File: src/rtl/conv1_win_gen.sv
// conv1_win_gen: reads the 28x28 image once in raster order and streams every valid
// KxK sliding window to the conv1 MAC array. Optional macro WIN_POS_EN adds win_row/win_col.
`ifndef WD
`define WD 7
`endif

module conv1_win_gen #(
  parameter int IMG_W = 28,
  parameter int IMG_H = 28,
  parameter int K     = 5
) (
  input  logic                       clk,
  input  logic                       rstn,
  input  logic                       start,
  output logic                       cena,
  output logic [11:0]                aa,
  input  logic [`WD:0]               qa,
  output logic                       busy,
  output logic                       win_valid,
  output logic [K*K*(`WD+1)-1:0]     win_o,
  output logic                       done,
`ifdef WIN_POS_EN
  output logic [4:0]                 win_row,
  output logic [4:0]                 win_col,
`endif
  output logic [1:0]                 dbg_state
);

  localparam int PW     = `WD + 1;
  localparam int NPIX   = IMG_W * IMG_H;
  localparam int LB_LEN = (K - 1) * IMG_W;
  localparam logic [11:0] LAST_ADDR = 12'(NPIX - 1);

  typedef enum logic [1:0] {IDLE, READ, DRAIN, FIN} state_t;

  state_t          state_q, state_d;
  logic            arm_q;
  logic            pix_vld_q;
  logic [11:0]     col_q, row_q;
  logic [PW-1:0]   lb    [LB_LEN];
  logic [PW-1:0]   win_sr[K][K-1];
  logic [PW-1:0]   win_nx[K][K];
  logic [K*K*PW-1:0] win_flat;
  logic            win_hit;
  logic            run_go;

  // Handshake: win_valid has no ready; the consumer must take win_o in every cycle
  // win_valid=1, and win_o holds its last window otherwise.

  // arm_q blocks a start that coincides with the first edge after reset release.
  always_ff @(posedge clk or negedge rstn) begin
    if (!rstn) begin
      state_q <= IDLE;
      arm_q   <= 1'b0;
    end else begin
      state_q <= state_d;
      arm_q   <= 1'b1;
    end
  end

  always_comb begin
    state_d = state_q;
    case (state_q)
      IDLE:    if (start && arm_q) state_d = READ;
      READ:    if (aa == LAST_ADDR) state_d = DRAIN;
      DRAIN:   if (!pix_vld_q) state_d = FIN;
      FIN:     state_d = IDLE;
      default: state_d = IDLE;
    endcase
  end

  assign run_go    = (state_q == IDLE) && (state_d == READ);
  assign busy      = (state_q != IDLE);
  assign done      = (state_q == FIN);
  assign dbg_state = state_q;

  // Read port: address n is presented in the cycle after it is chosen; data returns one cycle later.
  always_ff @(posedge clk or negedge rstn) begin
    if (!rstn) begin
      cena      <= 1'b1;
      aa        <= '0;
      pix_vld_q <= 1'b0;
    end else begin
      cena      <= (state_d != READ);
      pix_vld_q <= ~cena;
      if (run_go)
        aa <= '0;
      else if ((state_q == READ) && (state_d == READ))
        aa <= aa + 12'd1;
    end
  end

  always_ff @(posedge clk or negedge rstn) begin
    if (!rstn) begin
      col_q <= '0;
      row_q <= '0;
    end else if (run_go) begin
      col_q <= '0;
      row_q <= '0;
    end else if (pix_vld_q) begin
      if (col_q == 12'(IMG_W - 1)) begin
        col_q <= '0;
        row_q <= (row_q == 12'(IMG_H - 1)) ? '0 : row_q + 12'd1;
      end else begin
        col_q <= col_q + 12'd1;
      end
    end
  end

  // lb[j] holds the pixel that arrived j+1 pixels ago, so lb[k*IMG_W-1] is k rows up.
  always_ff @(posedge clk or negedge rstn) begin
    if (!rstn) begin
      for (int i = 0; i < LB_LEN; i++) lb[i] <= '0;
    end else if (pix_vld_q) begin
      lb[0] <= qa;
      for (int i = 1; i < LB_LEN; i++) lb[i] <= lb[i-1];
    end
  end

  always_comb begin
    for (int r = 0; r < K; r++)
      for (int c = 0; c < K; c++)
        win_nx[r][c] = '0;
    for (int r = 0; r < K; r++)
      for (int c = 0; c < K - 1; c++)
        win_nx[r][c] = win_sr[r][c];
    for (int r = 0; r < K - 1; r++)
      win_nx[r][K-1] = lb[(K - 1 - r) * IMG_W - 1];
    win_nx[K-1][K-1] = qa;
  end

  always_comb begin
    win_flat = '0;
    for (int r = 0; r < K; r++)
      for (int c = 0; c < K; c++)
        win_flat[(r*K + c)*PW +: PW] = win_nx[r][c];
  end

  assign win_hit = pix_vld_q && (row_q >= 12'(K - 1)) && (col_q >= 12'(K - 1));

  // win_sr keeps the K-1 rightmost columns of the latest window for the next shift.
  always_ff @(posedge clk or negedge rstn) begin
    if (!rstn) begin
      for (int r = 0; r < K; r++)
        for (int c = 0; c < K - 1; c++)
          win_sr[r][c] <= '0;
    end else if (pix_vld_q) begin
      for (int r = 0; r < K; r++)
        for (int c = 0; c < K - 1; c++)
          win_sr[r][c] <= win_nx[r][c+1];
    end
  end

  always_ff @(posedge clk or negedge rstn) begin
    if (!rstn) begin
      win_valid <= 1'b0;
      win_o     <= '0;
    end else begin
      win_valid <= win_hit;
      if (win_hit) win_o <= win_flat;
    end
  end

`ifdef WIN_POS_EN
  always_ff @(posedge clk or negedge rstn) begin
    if (!rstn) begin
      win_row <= '0;
      win_col <= '0;
    end else if (win_hit) begin
      win_row <= 5'(row_q - 12'(K - 1));
      win_col <= 5'(col_q - 12'(K - 1));
    end
  end
`endif

endmodule
File: config.mk
export PLATFORM = sky130hd
export DESIGN_NAME = conv1_win_gen
export DESIGN_NICKNAME = d
export VERILOG_FILES = /design/src/rtl/conv1_win_gen.sv
export SDC_FILE = /design/constraint.sdc
export NUM_CORES = 1
export LEC_CHECK = 0
export CORE_UTILIZATION = 50
export DETAILED_ROUTE_END_ITERATION = 6
export PLACE_DENSITY = 0.64
export SYNTH_ARGS = -nofsm -noshare
export SYNTH_HDL_FRONTEND = slang
export SYNTH_SLANG_ARGS = --single-unit
export TNS_END_PERCENT = 100
File: constraint.sdc
create_clock -name clk -period 5.05 [get_ports clk]
set_input_delay 1.01 -clock clk [delete_from_list [all_inputs] [get_ports clk]]
set_output_delay 1.01 -clock clk [all_outputs]
set_load 0.01 [all_outputs]
Yosys cells after proc, flatten, opt, wreduce, memory -nomap -nowiden

Cells that the tools add are included.

Output and inout port bits: 218
Logic and storage cells: 163
Bits in registers: 1,170
Input bits: 11

Eq/ne operators: 8
Magnitude comparators: 2
Reductions and logical operators: 11
Add/subtract/negate cells: 3
Bitwise operators: 1
Muxes and demuxes: 13

Operators by type and width:

| cell                  | number |
|---|---|
| $mux 12               | 9 |
| $add 12x1->12 const B | 3 |
| $eq 12x5->1 const B   | 2 |
| $ge 12x3->1 const B   | 2 |
| $eq 12x10->1 const B  | 1 |
| $pmux 2 s4            | 1 |
| $reduce_bool 2->1     | 4 |
| $mux 2                | 3 |
| $logic_and 1x1->1     | 5 |
| $eq 2x1->1 const B    | 2 |
| $eq 2x2->1 const B    | 2 |
| $logic_not 2->1       | 1 |
| $ne 2x1->1 const B    | 1 |
| $reduce_and 2->1      | 1 |
| $not 1->1             | 1 |

Logic depth before layout (Yosys ltp)

Depth in word-level cells: 7
Depth in mapped cells: 6
Gate-level depth less buffers: 5

Worst setup path before layout

OpenSTA, ideal clock, no wires.

Path type: in2reg
Start: input start
End: register row_q[11]
Slack: 2.816 ns
Library setup time: 0.136 ns
Buffers on the path: 2
Required time: 4.914 ns
Stages: 6
Arrival time: 2.098 ns
Cell sequence: nor4bb_1 > buf_2 > a31oi_1 > buf_2 > nand2_1 > o211ai_1

Cells in the longest elaborated chain, start to end: 7
Elaborated cells between the ends (all ways): 9
Those cells by class: eq/ne: 1; mux: 3; reduce/logical: 5

Ends and longest elaborated chain:

| item                               | RTL line | RTL |
|---|---|---|
| start, declared                    | 14       | `input logic start,` |
| $logic_and 1x1->1 *                | 64       | `IDLE: if (start && arm_q) state_d = READ;` |
| $mux 2 *                           | 64       |  |
| $pmux 2 s4 *                       | 63       | `case (state_q)` |
| $eq 2x1->1 *                       | 72       | `assign run_go = (state_q == IDLE) && (state_d == READ);` |
| $logic_and 1x1->1 *                | 72       |  |
| $reduce_bool 2->1 (no source line) | --       |  |
| $reduce_and 2->1 (no source line)  | --       |  |
| end signal, assigned               | 103      | `row_q <= (row_q == 12'(IMG_H - 1)) ? '0 : row_q + 12'd1;` |
| end, declared                      | 39       | `logic [11:0] col_q, row_q;` |

Mark *: on every way between the ends. The rest lies on a longest branch, timed or not.
A chain may end at the register's enable or synchronous reset.

Final worst setup path

Start: input start
End: register row_q[9]

Same word-level chain as after synthesis.

==> results.sh <==
export IMPL_status="finished clean"
export IMPL_cts_setup_buffers=0
export IMPL_maxUsedRoutingLayer="met4"
export IMPL_yosys_area_share_xor_xnor_pct=0.2582
export IMPL_largest_family_of_logic_cells_by_synthesized_area="multiplexers"
export IMPL_critical_path_top_delay_family="compound AO/OA/AOI/OAI gates"
export IMPL_cts_sinks=1170
export IMPL_post_cts_hold_buffer_count=0
export IMPL_ant_nets=0
export IMPL_cts_max_level=3
export IMPL_synthSimpleGateAreaFrac_pct=1.422
export IMPL_cts_clock_pin_slew_for_the_worst_setup_and_hold_paths_ns=0.06
export IMPL_via_count_of_the_routed_design=21530
export IMPL_period_utilization_pct=57.33
export IMPL_crit_path_max_fanout=21
export IMPL_post_cts_resized_instances=0
export IMPL_power_density_mw_per_mm2=368.3
export IMPL_cts_path_max_buffers=3
export IMPL_grt_setup_unrepaired="false"
export IMPL_period_minus_slack_ns=2.895
export IMPL_ioPinCount=229
export IMPL_reg2reg_slack_ns=2.38
export IMPL_async_flop_share_pct=100.0
export IMPL_port_buffers=228
export IMPL_number_of_buffers_and_inverters_on_the_critical_path=2
export IMPL_yosys_area_share_adder_pct=0.1419
export IMPL_ir_drop_mv=0.2877
export IMPL_worstPathCellList="clkdlybuf4s50_1, nor4bb_2, buf_4, a31oi_1, nand2_1, o31ai_1"
export IMPL_syn_cell_area_mm2=0.04409
export IMPL_drv_slew=0
export IMPL_timing_critical_path_from_type="input pin"
export IMPL_viasPerCell=5.234
export IMPL_number_of_synthesized_flops_with_an_enable_pin=0
export IMPL_dieArea_mm2=0.08938
export IMPL_finish_utilization_pct=59.08
export IMPL_n_antenna_cell=0
export IMPL_synth_mux_area_fraction_pct=28.85
export IMPL_timing_final_setup_violations=0
export IMPL_floorplan_initialDensity_pct=50.67
export IMPL_tightest_slew_ns=0.9325
export IMPL_final_report_hold_violation_count=0
export IMPL_grt_pass1_vias=23000
export IMPL_switching_power_uw=3864
export IMPL_wire_length_of_the_first_global_routing_pass_um=119900
export IMPL_core_area_mm2=0.08702
export IMPL_rows=108
export IMPL_yosys_register_bits=1170
export IMPL_arrival_ns=3.42
export IMPL_finalClockSkew_ns=0.03540
export IMPL_placed_instance_area_mm2=0.04737
export IMPL_synth_area_per_cell_um2=16.82
export IMPL_clock_root_cell="sky130_fd_sc_hd__clkbuf_16"
export IMPL_area_added_between_synthesis_and_finish_pct=16.60
export IMPL_die_height_um=299.0
export IMPL_pin_count_of_the_biggest_net_entering_global_routing=174
export IMPL_detail_route_first_pass_iterations=5
export IMPL_rel_slew_slack_pct=37.83
export IMPL_yosys_cell_types_count=46
export IMPL_drt_total_wl_um=70120
export IMPL_post_dp_hpwl_um=42530
export IMPL_r2r_end="row_q[9]"
export IMPL_numCtsBuffers=120
export IMPL_hold_path_class="in -> async"
export IMPL_cts_tree="built"
export IMPL_power_share_sequential_pct=51.0
export IMPL_met3_length_um=2459
export IMPL_compound_gate_fraction_of_synth_area_pct=0.7832
export IMPL_wl_met1_um=32230
export IMPL_yosysWarnings=0
export IMPL_die_width_um=299.0
export IMPL_drcViolationCount=0
export IMPL_detail_route_met2_wl_um=33830
export IMPL_reg2reg_from="row_q[0]"
export IMPL_layout_filler_cells=6623
export IMPL_power_combinational_fraction_pct=2.4
export IMPL_critPathRequiredTime_ns=5.57
export IMPL_reg2reg_depth=5
export IMPL_gp_congestion=0.7740
export IMPL_detailedRoute_firstIterationViolations=1094
export IMPL_p_clk_share_pct=46.5
export IMPL_timing_final_ws_setup_ns=2.155
export IMPL_drive_above_1_share_pct=39.74
export IMPL_cell_count_after_synthesis=2621
export IMPL_synth_net_count=2637
export IMPL_netSwitchingFraction_pct=20.41
export IMPL_cp_end_kind="flip-flop"
export IMPL_wire_per_inst_um=17.05
export IMPL_worstSetupPathType="in -> reg"
export IMPL_finalSetupTns_ns=0
export IMPL_synth_seq_area_share_pct=66.40
export IMPL_ys_flop_type="sky130_fd_sc_hd__dfrtp_1"
export IMPL_fin_area_mm2=0.05142
export IMPL_p_int_uw=15070
export IMPL_total_leakage_power_uw=0.02468
export IMPL_timing_max_cap_violations=0
export IMPL_max_freq_mhz=345.4
export IMPL_finalNetCount=2879
export IMPL_worst_path_max_delay_cell="sky130_fd_sc_hd__a31oi_1"
export IMPL_worst_skew_pair_late_latency_ns=0.68
export IMPL_post_place_ws_ns=1.569
export IMPL_initial_antenna_violation_count=3
export IMPL_global_route_usage_total_pct=16.10
export IMPL_grt_overflow_total=0
export IMPL_worst_path_largest_cell_delay_ns=0.70
cell type report:
| cell class | instances | area (um^2) | area share [%] |
|---|---|---|---|
| inverter | 9 | 33.78 | 0.06570 |
| sequential | 1170 | 29280 | 56.95 |
| tap | 1155 | 1445 | 2.811 |
| clock inverter | 47 | 516.7 | 1.005 |
| clock buffer | 171 | 3528 | 6.862 |
| multi-input combinational | 1307 | 13880 | 27.00 |
| timing repair buffer | 255 | 2728 | 5.305 |
worst reg2reg max path: stages, from the launching register on:
cell,delay (ns)
sky130_fd_sc_hd__dfrtp_1,0.44
sky130_fd_sc_hd__ha_1,0.29
sky130_fd_sc_hd__and3_1,0.22
sky130_fd_sc_hd__a31oi_1,0.71
sky130_fd_sc_hd__nand2_1,0.43
sky130_fd_sc_hd__o31ai_1,0.44
placed cells by master (no fill, tap or decap), types with 3 or more instances in the layout:
| cell type | n |
|---|---|
| sky130_fd_sc_hd__xnor2_1 | 5 |
| sky130_fd_sc_hd__clkdlybuf4s50_1 | 227 |
| sky130_fd_sc_hd__a32oi_1 | 3 |
| sky130_fd_sc_hd__mux2_1 | 189 |
| sky130_fd_sc_hd__nand2_1 | 12 |
| sky130_fd_sc_hd__nand3_1 | 31 |
| sky130_fd_sc_hd__buf_4 | 8 |
| sky130_fd_sc_hd__a31oi_1 | 3 |
| sky130_fd_sc_hd__buf_12 | 19 |
| sky130_fd_sc_hd__nor4_1 | 6 |
| sky130_fd_sc_hd__and2_1 | 3 |
| sky130_fd_sc_hd__dfrtp_1 | 1168 |
| sky130_fd_sc_hd__bufinv_16 | 9 |
| sky130_fd_sc_hd__clkinv_2 | 31 |
| sky130_fd_sc_hd__nor2_1 | 18 |
| sky130_fd_sc_hd__inv_1 | 9 |
| sky130_fd_sc_hd__clkbuf_16 | 123 |
| sky130_fd_sc_hd__o21ai_0 | 9 |
| sky130_fd_sc_hd__mux2_2 | 939 |
| sky130_fd_sc_hd__ha_1 | 5 |
| sky130_fd_sc_hd__o211ai_1 | 11 |
| sky130_fd_sc_hd__xor2_1 | 8 |
| sky130_fd_sc_hd__nand4_1 | 4 |
| sky130_fd_sc_hd__o2111ai_1 | 3 |
| sky130_fd_sc_hd__or3_1 | 5 |
| sky130_fd_sc_hd__o31ai_1 | 5 |
| sky130_fd_sc_hd__a21oi_1 | 8 |
| sky130_fd_sc_hd__and4_1 | 5 |
| sky130_fd_sc_hd__clkbuf_8 | 27 |
| sky130_fd_sc_hd__clkbuf_1 | 21 |
| sky130_fd_sc_hd__nand2b_1 | 4 |
| sky130_fd_sc_hd__and3_1 | 9 |
| sky130_fd_sc_hd__or2_2 | 5 |
stage by stage:
stage               hold WS [ns]  total power, uW  cells
floorplan                 0.4400             9972   2621
global placement          0.4248            10290   3896
detailed placement        0.4230            10320   3896
CTS                       0.3779            19260   4114
global route              0.4072            19710   4114
finish                    0.3847            18940   4114
cell usage after synthesis, types with 3 or more instances:
master / number / area share [%]
sky130_fd_sc_hd__ha_1: 5 / 0.14
sky130_fd_sc_hd__xnor2_1: 5 / 0.099
sky130_fd_sc_hd__nor2_1: 18 / 0.15
sky130_fd_sc_hd__o2111ai_1: 3 / 0.060
sky130_fd_sc_hd__nand4_1: 4 / 0.057
sky130_fd_sc_hd__xor2_1: 8 / 0.16
sky130_fd_sc_hd__nor4_1: 6 / 0.085
sky130_fd_sc_hd__nand3_1: 31 / 0.35
sky130_fd_sc_hd__and3_1: 9 / 0.13
sky130_fd_sc_hd__buf_8: 12 / 0.41
sky130_fd_sc_hd__dfrtp_1: 1169 / 66
sky130_fd_sc_hd__o211ai_1: 11 / 0.19
sky130_fd_sc_hd__nand2_1: 12 / 0.10
sky130_fd_sc_hd__buf_2: 92 / 1.0
sky130_fd_sc_hd__a21oi_1: 8 / 0.091
sky130_fd_sc_hd__or2_2: 5 / 0.071
sky130_fd_sc_hd__and2_1: 3 / 0.043
sky130_fd_sc_hd__a31oi_1: 3 / 0.043
sky130_fd_sc_hd__clkbuf_1: 17 / 0.14
sky130_fd_sc_hd__buf_1: 4 / 0.034
sky130_fd_sc_hd__buf_12: 9 / 0.41
sky130_fd_sc_hd__o31ai_1: 5 / 0.085
sky130_fd_sc_hd__mux2_2: 939 / 24
sky130_fd_sc_hd__o21ai_0: 9 / 0.10
sky130_fd_sc_hd__or3_1: 5 / 0.071
sky130_fd_sc_hd__inv_1: 9 / 0.077
sky130_fd_sc_hd__mux2_1: 189 / 4.8
sky130_fd_sc_hd__a32oi_1: 3 / 0.060
sky130_fd_sc_hd__and4_1: 5 / 0.099
sky130_fd_sc_hd__nand2b_1: 4 / 0.057
sequential cells by signal (all words and copies together) (netlist names):
register / count
row_q: 12
win_flat: 160
cena: 1
col_q: 12
arm_q: 1
win_valid: 1
lb: 768
win_o: 200
aa: 12
dbg_state: 2
pix_vld_q: 1
logic make-up after synthesis:
logic type / Yosys count
compound gates: 48
xor+xnor: 13
fa+ha+maj: 5
buf+inv: 144
flops: 1170
mux: 1130
other cells: 1
simple gates: 110
worst max path at each step:
stage	endpoint	slack, ns	cells past startpoint	start
2_1_floorplan	row_q[11]	2.82	6	start
3_3_place_gp	row_q[9]	1.93	6	start
3_5_place_dp	row_q[9]	1.57	6	start
4_1_cts	done	2.16	2	dbg_state[1]
5_1_grt	row_q[9]	2.07	6	start
6_report	row_q[9]	2.15	6	start
power groups by stage:
stage	registers, uW	logic [uW]	clock network, uW
2_1_floorplan	9820	156	0
3_3_place_gp	9820	465	0
3_5_place_dp	9840	484	0
4_1_cts	9670	486	9110
5_1_grt	9690	526	9490
6_report	9670	462	8810
routing by layer:
layer	vias to the layer above	track usage, %
li1	9793	-
met1	11300	22.41
met2	326	25.93
met3	113	3.068
met4	0	4.519
met5	-	0
Power figures use the tool's default switching activity.
